===== src/rtl/text_blit_sequencer.sv =====
// rtl/text_blit_sequencer.sv - character FIFO feeding a char-blitter slave through a master port
module text_blit_sequencer #(
    parameter int XRES       = 640,
    parameter int COLS       = 80,
    parameter int ROWS       = 60,
    parameter int FIFO_DEPTH = 16
) (
    input  logic        clock,
    input  logic        clock_areset_n,
    input  logic [3:0]  s_address,
    input  logic [31:0] s_writedata,
    output logic [31:0] s_readdata,
    input  logic        s_read,
    input  logic        s_write,
    output logic        s_waitrequest,
    output logic [3:0]  m_address,
    output logic [31:0] m_writedata,
    input  logic [31:0] m_readdata,
    output logic        m_read,
    output logic        m_write,
    input  logic        m_waitrequest
);
    localparam int AW = $clog2(FIFO_DEPTH);
    localparam logic [AW:0] DEPTH_L = FIFO_DEPTH[AW:0];

    typedef enum logic [3:0] {
        IDLE, FETCH, SET_PTR, SET_CHR, SET_RGB, GO, SETTLE, POLL, ADVANCE
    } state_t;

    state_t      r_state, w_next;
    logic [6:0]  r_fifo [FIFO_DEPTH];
    logic [AW:0] r_wr_ptr, r_rd_ptr, w_level;
    logic        w_empty, w_full, w_push, w_pop, w_busy;
    logic [6:0]  w_head, r_char;
    logic        r_enable, r_overflow, r_home_pend;
    logic [31:0] r_base;
    logic [15:0] r_rgb;
    logic [7:0]  r_row, r_col, w_row_inc;
    logic [1:0]  r_settle;
    logic        w_cfg_wr0, w_home_cmd, w_push_req;
    logic [31:0] w_ptr;
    logic        r_m_read, r_m_write, w_m_read, w_m_write;
    logic [3:0]  r_m_address, w_m_address;
    logic [31:0] r_m_writedata, w_m_writedata;
    logic        w_unused;

    assign w_unused      = ^{m_readdata[31:2], m_readdata[0]};
    assign s_waitrequest = 1'b0;
    assign m_read        = r_m_read;
    assign m_write       = r_m_write;
    assign m_address     = r_m_address;
    assign m_writedata   = r_m_writedata;

    assign w_level    = r_wr_ptr - r_rd_ptr;
    assign w_empty    = (w_level == '0);
    assign w_full     = (w_level == DEPTH_L);
    assign w_head     = r_fifo[r_rd_ptr[AW-1:0]];
    assign w_cfg_wr0  = s_write && (s_address == 4'h0);
    assign w_home_cmd = w_cfg_wr0 && s_writedata[1];
    assign w_push_req = s_write && (s_address == 4'h3);
    assign w_push     = w_push_req && !w_full;
    assign w_pop      = (r_state == FETCH);
    assign w_busy     = (r_state != IDLE);
    assign w_row_inc  = (r_row == 8'(ROWS - 1)) ? 8'd0 : r_row + 8'd1;
    assign w_ptr      = r_base + (32'(r_row) * 32'(XRES) * 32'd16) + {20'b0, r_col, 4'b0};

    always_comb begin
        s_readdata = '0;
        if (s_read) begin
            case (s_address)
                4'h0:    s_readdata = {27'b0, r_overflow, w_empty, w_full, w_busy, r_enable};
                4'h1:    s_readdata = r_base;
                4'h2:    s_readdata = {16'b0, r_rgb};
                4'h3:    s_readdata = 32'(w_level);
                4'h4:    s_readdata = {8'b0, r_row, 8'b0, r_col};
                default: s_readdata = '0;
            endcase
        end
    end

    always_ff @(posedge clock) begin
        if (w_push) r_fifo[r_wr_ptr[AW-1:0]] <= s_writedata[6:0];
    end

    always_ff @(posedge clock or negedge clock_areset_n) begin
        if (!clock_areset_n) begin
            r_wr_ptr   <= '0;
            r_rd_ptr   <= '0;
            r_overflow <= 1'b0;
            r_enable   <= 1'b0;
            r_base     <= '0;
            r_rgb      <= '0;
            r_char     <= '0;
        end else begin
            if (w_push) r_wr_ptr <= r_wr_ptr + 1'b1;
            if (w_pop) begin
                r_rd_ptr <= r_rd_ptr + 1'b1;
                r_char   <= w_head;
            end
            if (w_push_req && w_full) r_overflow <= 1'b1;
            else if (w_cfg_wr0 && s_writedata[4]) r_overflow <= 1'b0;
            if (w_cfg_wr0) r_enable <= s_writedata[0];
            if (s_write && s_address == 4'h1) r_base <= s_writedata;
            if (s_write && s_address == 4'h2) r_rgb <= s_writedata[15:0];
        end
    end

    // Home applies at once when idle; otherwise it waits and overrides the next advance.
    always_ff @(posedge clock or negedge clock_areset_n) begin
        if (!clock_areset_n) begin
            r_row       <= '0;
            r_col       <= '0;
            r_home_pend <= 1'b0;
        end else if ((r_state == IDLE || r_state == ADVANCE) && (w_home_cmd || r_home_pend)) begin
            r_row       <= '0;
            r_col       <= '0;
            r_home_pend <= 1'b0;
        end else begin
            if (w_home_cmd) r_home_pend <= 1'b1;
            if (r_state == FETCH && w_head == 7'h0A) begin
                r_col <= '0;
                r_row <= w_row_inc;
            end else if (r_state == FETCH && w_head == 7'h0D) begin
                r_col <= '0;
            end else if (r_state == ADVANCE) begin
                if (r_col == 8'(COLS - 1)) begin
                    r_col <= '0;
                    r_row <= w_row_inc;
                end else begin
                    r_col <= r_col + 8'd1;
                end
            end
        end
    end

    always_ff @(posedge clock or negedge clock_areset_n) begin
        if (!clock_areset_n) begin
            r_state  <= IDLE;
            r_settle <= '0;
        end else begin
            r_state  <= w_next;
            r_settle <= (r_state == SETTLE) ? r_settle + 2'd1 : 2'd0;
        end
    end

    // Master bus is loaded from the next state, and frozen while a transfer is stalled.
    always_ff @(posedge clock or negedge clock_areset_n) begin
        if (!clock_areset_n) begin
            r_m_read      <= 1'b0;
            r_m_write     <= 1'b0;
            r_m_address   <= '0;
            r_m_writedata <= '0;
        end else if (!((r_m_read || r_m_write) && m_waitrequest)) begin
            r_m_read      <= w_m_read;
            r_m_write     <= w_m_write;
            r_m_address   <= w_m_address;
            r_m_writedata <= w_m_writedata;
        end
    end

    always_comb begin
        w_next        = r_state;
        w_m_read      = 1'b0;
        w_m_write     = 1'b0;
        w_m_address   = '0;
        w_m_writedata = '0;
        case (r_state)
            IDLE:    if (r_enable && !w_empty) w_next = FETCH;
            FETCH:   w_next = (w_head < 7'h20) ? IDLE : SET_PTR;
            SET_PTR: if (!m_waitrequest) w_next = SET_CHR;
            SET_CHR: if (!m_waitrequest) w_next = SET_RGB;
            SET_RGB: if (!m_waitrequest) w_next = GO;
            GO:      if (!m_waitrequest) w_next = SETTLE;
            SETTLE:  if (r_settle == 2'd2) w_next = POLL;
            POLL:    if (!m_waitrequest && !m_readdata[1]) w_next = ADVANCE;
            ADVANCE: w_next = IDLE;
            default: w_next = IDLE;
        endcase
        case (w_next)
            SET_PTR: begin w_m_write = 1'b1; w_m_address = 4'h1; w_m_writedata = w_ptr; end
            SET_CHR: begin w_m_write = 1'b1; w_m_address = 4'h2; w_m_writedata = {25'b0, r_char}; end
            SET_RGB: begin w_m_write = 1'b1; w_m_address = 4'h3; w_m_writedata = {16'b0, r_rgb}; end
            GO:      begin w_m_write = 1'b1; w_m_address = 4'h0; w_m_writedata = 32'h1; end
            POLL:    begin w_m_read = 1'b1; w_m_address = 4'h0; end
            default: ;
        endcase
    end
endmodule


===== config.mk =====
export PLATFORM = sky130hd
export DESIGN_NAME = text_blit_sequencer
export DESIGN_NICKNAME = d
export VERILOG_FILES = /design/src/rtl/text_blit_sequencer.sv
export SDC_FILE = /design/constraint.sdc
export NUM_CORES = 1
export LEC_CHECK = 0
export ABC_AREA = 0
export CORE_UTILIZATION = 55
export DETAILED_ROUTE_END_ITERATION = 8
export PLACE_DENSITY = 0.79
export SETUP_SLACK_MARGIN = 0.15
export SYNTH_ARGS = -nofsm -noshare
export SYNTH_HDL_FRONTEND = slang
export SYNTH_SLANG_ARGS = --single-unit
export TNS_END_PERCENT = 100

===== constraint.sdc =====
create_clock -name clock -period 4.5 [get_ports clock]
set_input_delay 0.9 -clock clock [delete_from_list [all_inputs] [get_ports clock]]
set_output_delay 0.9 -clock clock [all_outputs]
set_load 0.01 [all_outputs]

==> results.json <==
{
  "peakVddDrop_v": 0.0004391,
  "crit_path_max_fanout": 5,
  "finalSetupTns_ps": 0,
  "timing.critical_path.buf_inv": 3,
  "routed_wirelength_um": 28940,
  "drive_gt1_share_pct": 15.16,
  "syn_avg_cell_area_um2": 12.28,
  "finalHoldViolations": 0,
  "p_leak_nw": 5.680,
  "detail_route.wl_per_cell_um": 20.82,
  "timing.hold.worst.class": "reg -> reg",
  "path_class": "reg -> out",
  "synth_enable_flop_cells": 112,
  "global_routing_s_busiest_layer": "met2",
  "setup_slack_after_placement_ps": 376.3,
  "yosys.area.top_type": "sky130_fd_sc_hd__edfxtp_1",
  "grt_total_ovfl": 0,
  "die-area_um2": 22290,
  "die_y_um": 149.3,
  "synthArstFlopShare_pct": 52.94,
  "grt_use_total_pct": 26.92,
  "post-place-cells": 1344,
  "yosysTopAreaCellShare_pct": 28.18,
  "cts_post_setup_buffers_inserted": 0,
  "drc": 0,
  "pwr_density_cell_nw_per_um2": 539.7,
  "ys_warn_count": 0,
  "ctsHoldBuffers": 0,
  "longest_individual_stage_delay_on_the_worst_path_ps": 510,
  "fin_ws_ps": 214.3,
  "dp_hpwl_um": 19870,
  "critPathTopFamily": "simple AND/OR/NAND/NOR gates",
  "grt_start_max_net_pins": 81,
  "postSynthCellCount": 972,
  "finalWeightedCongestion": 0.9068,
  "timing_worst_slew_pin_value_ps": 1033,
  "synthesis.area_um2": 11930,
  "cts_sinks": 238,
  "timing.critical_path.cells": "inv_2 -> ha_1 -> fa_1 -> nand2_1 -> nor2_4 -> or4b_1 -> a22oi_1 -> buf_4 -> a21oi_1 -> nor2_2 -> clkdlybuf4s15_1",
  "grt_use_met2_pct": 41.21,
  "final_standard_cell_count_with_taps_included_and_fillers_excluded": 1390,
  "routed_via_density": 6.129,
  "crit_path_end_kind": "primary output",
  "num_vias": 8519,
  "post-route-min-period_ps": 4286,
  "row_count": 53,
  "drt_iter0_drc": 620,
  "nNetsFinal": 1232,
  "synth-main-ff-cell": "sky130_fd_sc_hd__dfrtp_1",
  "report.final.slew_viol_count": 0,
  "run_status": "complete, no violations",
  "critical_path.startpoint_type": "flip-flop",
  "postRouteAntennaNets": 0,
  "maxCapViolations": 0,
  "die_x_um": 149.3,
  "timing.critical_path.slowest_stage_cell": "sky130_fd_sc_hd__fa_1",
  "ys_seq_elements": 238,
  "design.core.area_um2": 21150,
  "numPortBuffers": 109,
  "timing.clock.skew_ps": 28.10,
  "tritoncts": "built",
  "clk_root_buffer_cell": "sky130_fd_sc_hd__clkbuf_16",
  "grt_setup_unrepaired": "yes",
  "via_count_of_the_first_global_routing_pass": 8127,
  "met1_usage_pct": 40.32,
  "initial_utilization_pct": 56.41,
  "htreeDepth": 1,
  "yosys-top-cells-area": "sky130_fd_sc_hd__edfxtp_1 28%, sky130_fd_sc_hd__dfrtp_1 26%, sky130_fd_sc_hd__ha_1 6.2%, sky130_fd_sc_hd__mux4_2 5.9%, sky130_fd_sc_hd__mux2_2 4.7%",
  "initial_antenna_violation_count": 0,
  "source_to_sink_clock_delay_at_the_later_pin_of_the_worst_skew_pair_ps": 550,
  "synthDistinctLibCells": 61,
  "grt_first_pass_wirelength_um": 45900,
  "holdWs_ps": 431.5,
  "global_route.usage.met3_pct": 3.700,
  "achievable-frequency_ghz": 0.2333,
  "timing.critical_path.arrival_ps": 3390,
  "critical_path_required_ps": 3600,
  "first_pass_iters": 7,
  "design.portCount": 144,
  "setup_viol": 0,
  "synth_seq_area_share_pct": 54.61,
  "clk_path_buf_depth": 3,
  "slew_headroom_pct": 31.14,
  "area_delta_synth_final_pct": 19.58,
  "clkTransAtPathRegs_ps": 60,
  "diodes": 0,
  "cts_inserted_buffers": 25,
  "min_period_over_period_pct": 95.24
}
## state kept, by name, summed over array words and instances (netlist names), 7 cells and up
name	count
m_writedata	32
r_col	8
r_rgb	16
r_fifo	112
r_row	8
r_char	7
r_base	32
## cell usage after synthesis, types with 5 or more instances
library cell	instances
sky130_fd_sc_hd__xnor2_1	27
sky130_fd_sc_hd__o21a_1	6
sky130_fd_sc_hd__nor4_1	5
sky130_fd_sc_hd__mux2i_1	11
sky130_fd_sc_hd__nor2_1	96
sky130_fd_sc_hd__and3_1	18
sky130_fd_sc_hd__o31ai_1	7
sky130_fd_sc_hd__a22oi_1	17
sky130_fd_sc_hd__buf_4	5
sky130_fd_sc_hd__nand3_1	24
sky130_fd_sc_hd__o21ai_0	48
sky130_fd_sc_hd__a222oi_1	7
sky130_fd_sc_hd__o21bai_1	5
sky130_fd_sc_hd__and2_1	5
sky130_fd_sc_hd__inv_1	16
sky130_fd_sc_hd__dfrtp_1	126
sky130_fd_sc_hd__nand2b_1	6
sky130_fd_sc_hd__nor2b_1	15
sky130_fd_sc_hd__nand2_1	91
sky130_fd_sc_hd__xor2_1	17
sky130_fd_sc_hd__ha_1	59
sky130_fd_sc_hd__a21o_1	7
sky130_fd_sc_hd__a31oi_1	8
sky130_fd_sc_hd__a21oi_1	35
sky130_fd_sc_hd__edfxtp_1	112
sky130_fd_sc_hd__nand4_1	6
sky130_fd_sc_hd__mux2_2	50
sky130_fd_sc_hd__nor3_1	15
sky130_fd_sc_hd__a221oi_1	16
sky130_fd_sc_hd__mux4_2	31
sky130_fd_sc_hd__buf_1	7
sky130_fd_sc_hd__clkbuf_1	25
## power by group
part / total (mW) / internal, mW / switching, mW
combinational: 2.67 / 1.21 / 1.46
clock: 2.07 / 1.20 / 0.862
sequential: 2.97 / 2.61 / 0.353
## through the flow
| stage | power [mW] | util (%) | cell area [um2] |
|---|---|---|---|
| 2_1_floorplan | 4.723 | - | 11940 |
| 3_3_place_gp | 5.518 | 63.48 | 13430 |
| 3_5_place_dp | 5.606 | 63.48 | 13430 |
| 4_1_cts | 7.713 | 67.35 | 14250 |
| 5_1_grt | 8.116 | 67.45 | 14270 |
| 6_report | 7.700 | 67.45 | 14270 |
## layout make-up
cell class                      instances  area [um2]
Sequential cell                       238        6519
Inverter                               19       71.32
Clock inverter                         14       162.7
Timing Repair Buffer                  138        1319
Clock buffer                           32       651.9
Fill cell                            1517        6885
Multi-Input combinational cell        674        5201
Tap cell                              275       344.1
## path summary, 6_finish.rpt
| path | start | to | slack (ps) | depth (start not counted) |
|---|---|---|---|---|
| worst max-delay path | r_wr_ptr[0] | s_readdata[3] | 210 | 11 |
| max in group asynchronous | clock_areset_n | r_row[1] | 3120 | 2 |
| worst min-delay path | r_settle[0] | r_settle[0] | 430 | 1 |
| worst max register to register | r_row[1] | m_writedata[26] | 370 | 14 |
| worst min register to register | r_settle[0] | r_settle[0] | 430 | 1 |
| min in group asynchronous | clock_areset_n | r_base[25] | 550 | 1 |
## routing by layer
layer  share of wire (%)  vias to the layer above
met1                  44                     4233
met5                   0                        -
met3                 7.1                       49
met2                  47                      373
li1                    -                     3864
met4                 2.2                        0
## worst reg2reg max path: stages, from the launching register on
cell and delay [ps]:
sky130_fd_sc_hd__dfrtp_1 380, sky130_fd_sc_hd__ha_1 300, sky130_fd_sc_hd__ha_1 230, sky130_fd_sc_hd__fa_1 420, sky130_fd_sc_hd__xor2_1 180, sky130_fd_sc_hd__ha_1 270, sky130_fd_sc_hd__ha_1 380, sky130_fd_sc_hd__and4_1 290
sky130_fd_sc_hd__nand3_1 90, sky130_fd_sc_hd__nor3_1 500, sky130_fd_sc_hd__o31ai_2 160, sky130_fd_sc_hd__o2111ai_1 400, sky130_fd_sc_hd__nand2_1 130, sky130_fd_sc_hd__xor2_1 190, sky130_fd_sc_hd__o21ai_0 100
## cells by family after synthesis
logic type      after synthesis  share of synthesized area, %
simple gates                299                         11.70
flops                       238                         54.61
xor+xnor                     44                         3.230
buf+inv                      62                         2.275
mux                          92                         11.49
fa+ha+maj                    63                         6.858
other cells                   1                       0.03143
compound gates              173                         9.804
## placed cells by master, fill, tap and decap left out, drive strengths merged, types with 8 or more instances in the layout
master	instances
nor2b	15
buf	30
a21oi	36
nand3	24
clkdlybuf4s50	107
a221oi	16
and3	18
nor3	17
xor2	17
dfrtp	126
ha	59
a22oi	17
nand2	91
xnor2	27
edfxtp	112
clkbuf	32
nor2	97
mux4	31
mux2i	11
inv	20
a31oi	9
clkinv	8
o21ai	49
mux2	50
## what timing repair did
item                                    in CTS  in global routing
resized for setup                            3                  8
pin swaps                                    1                  0
endpoints found under the setup margin       1                  8
Power figures use the tool's default switching activity.
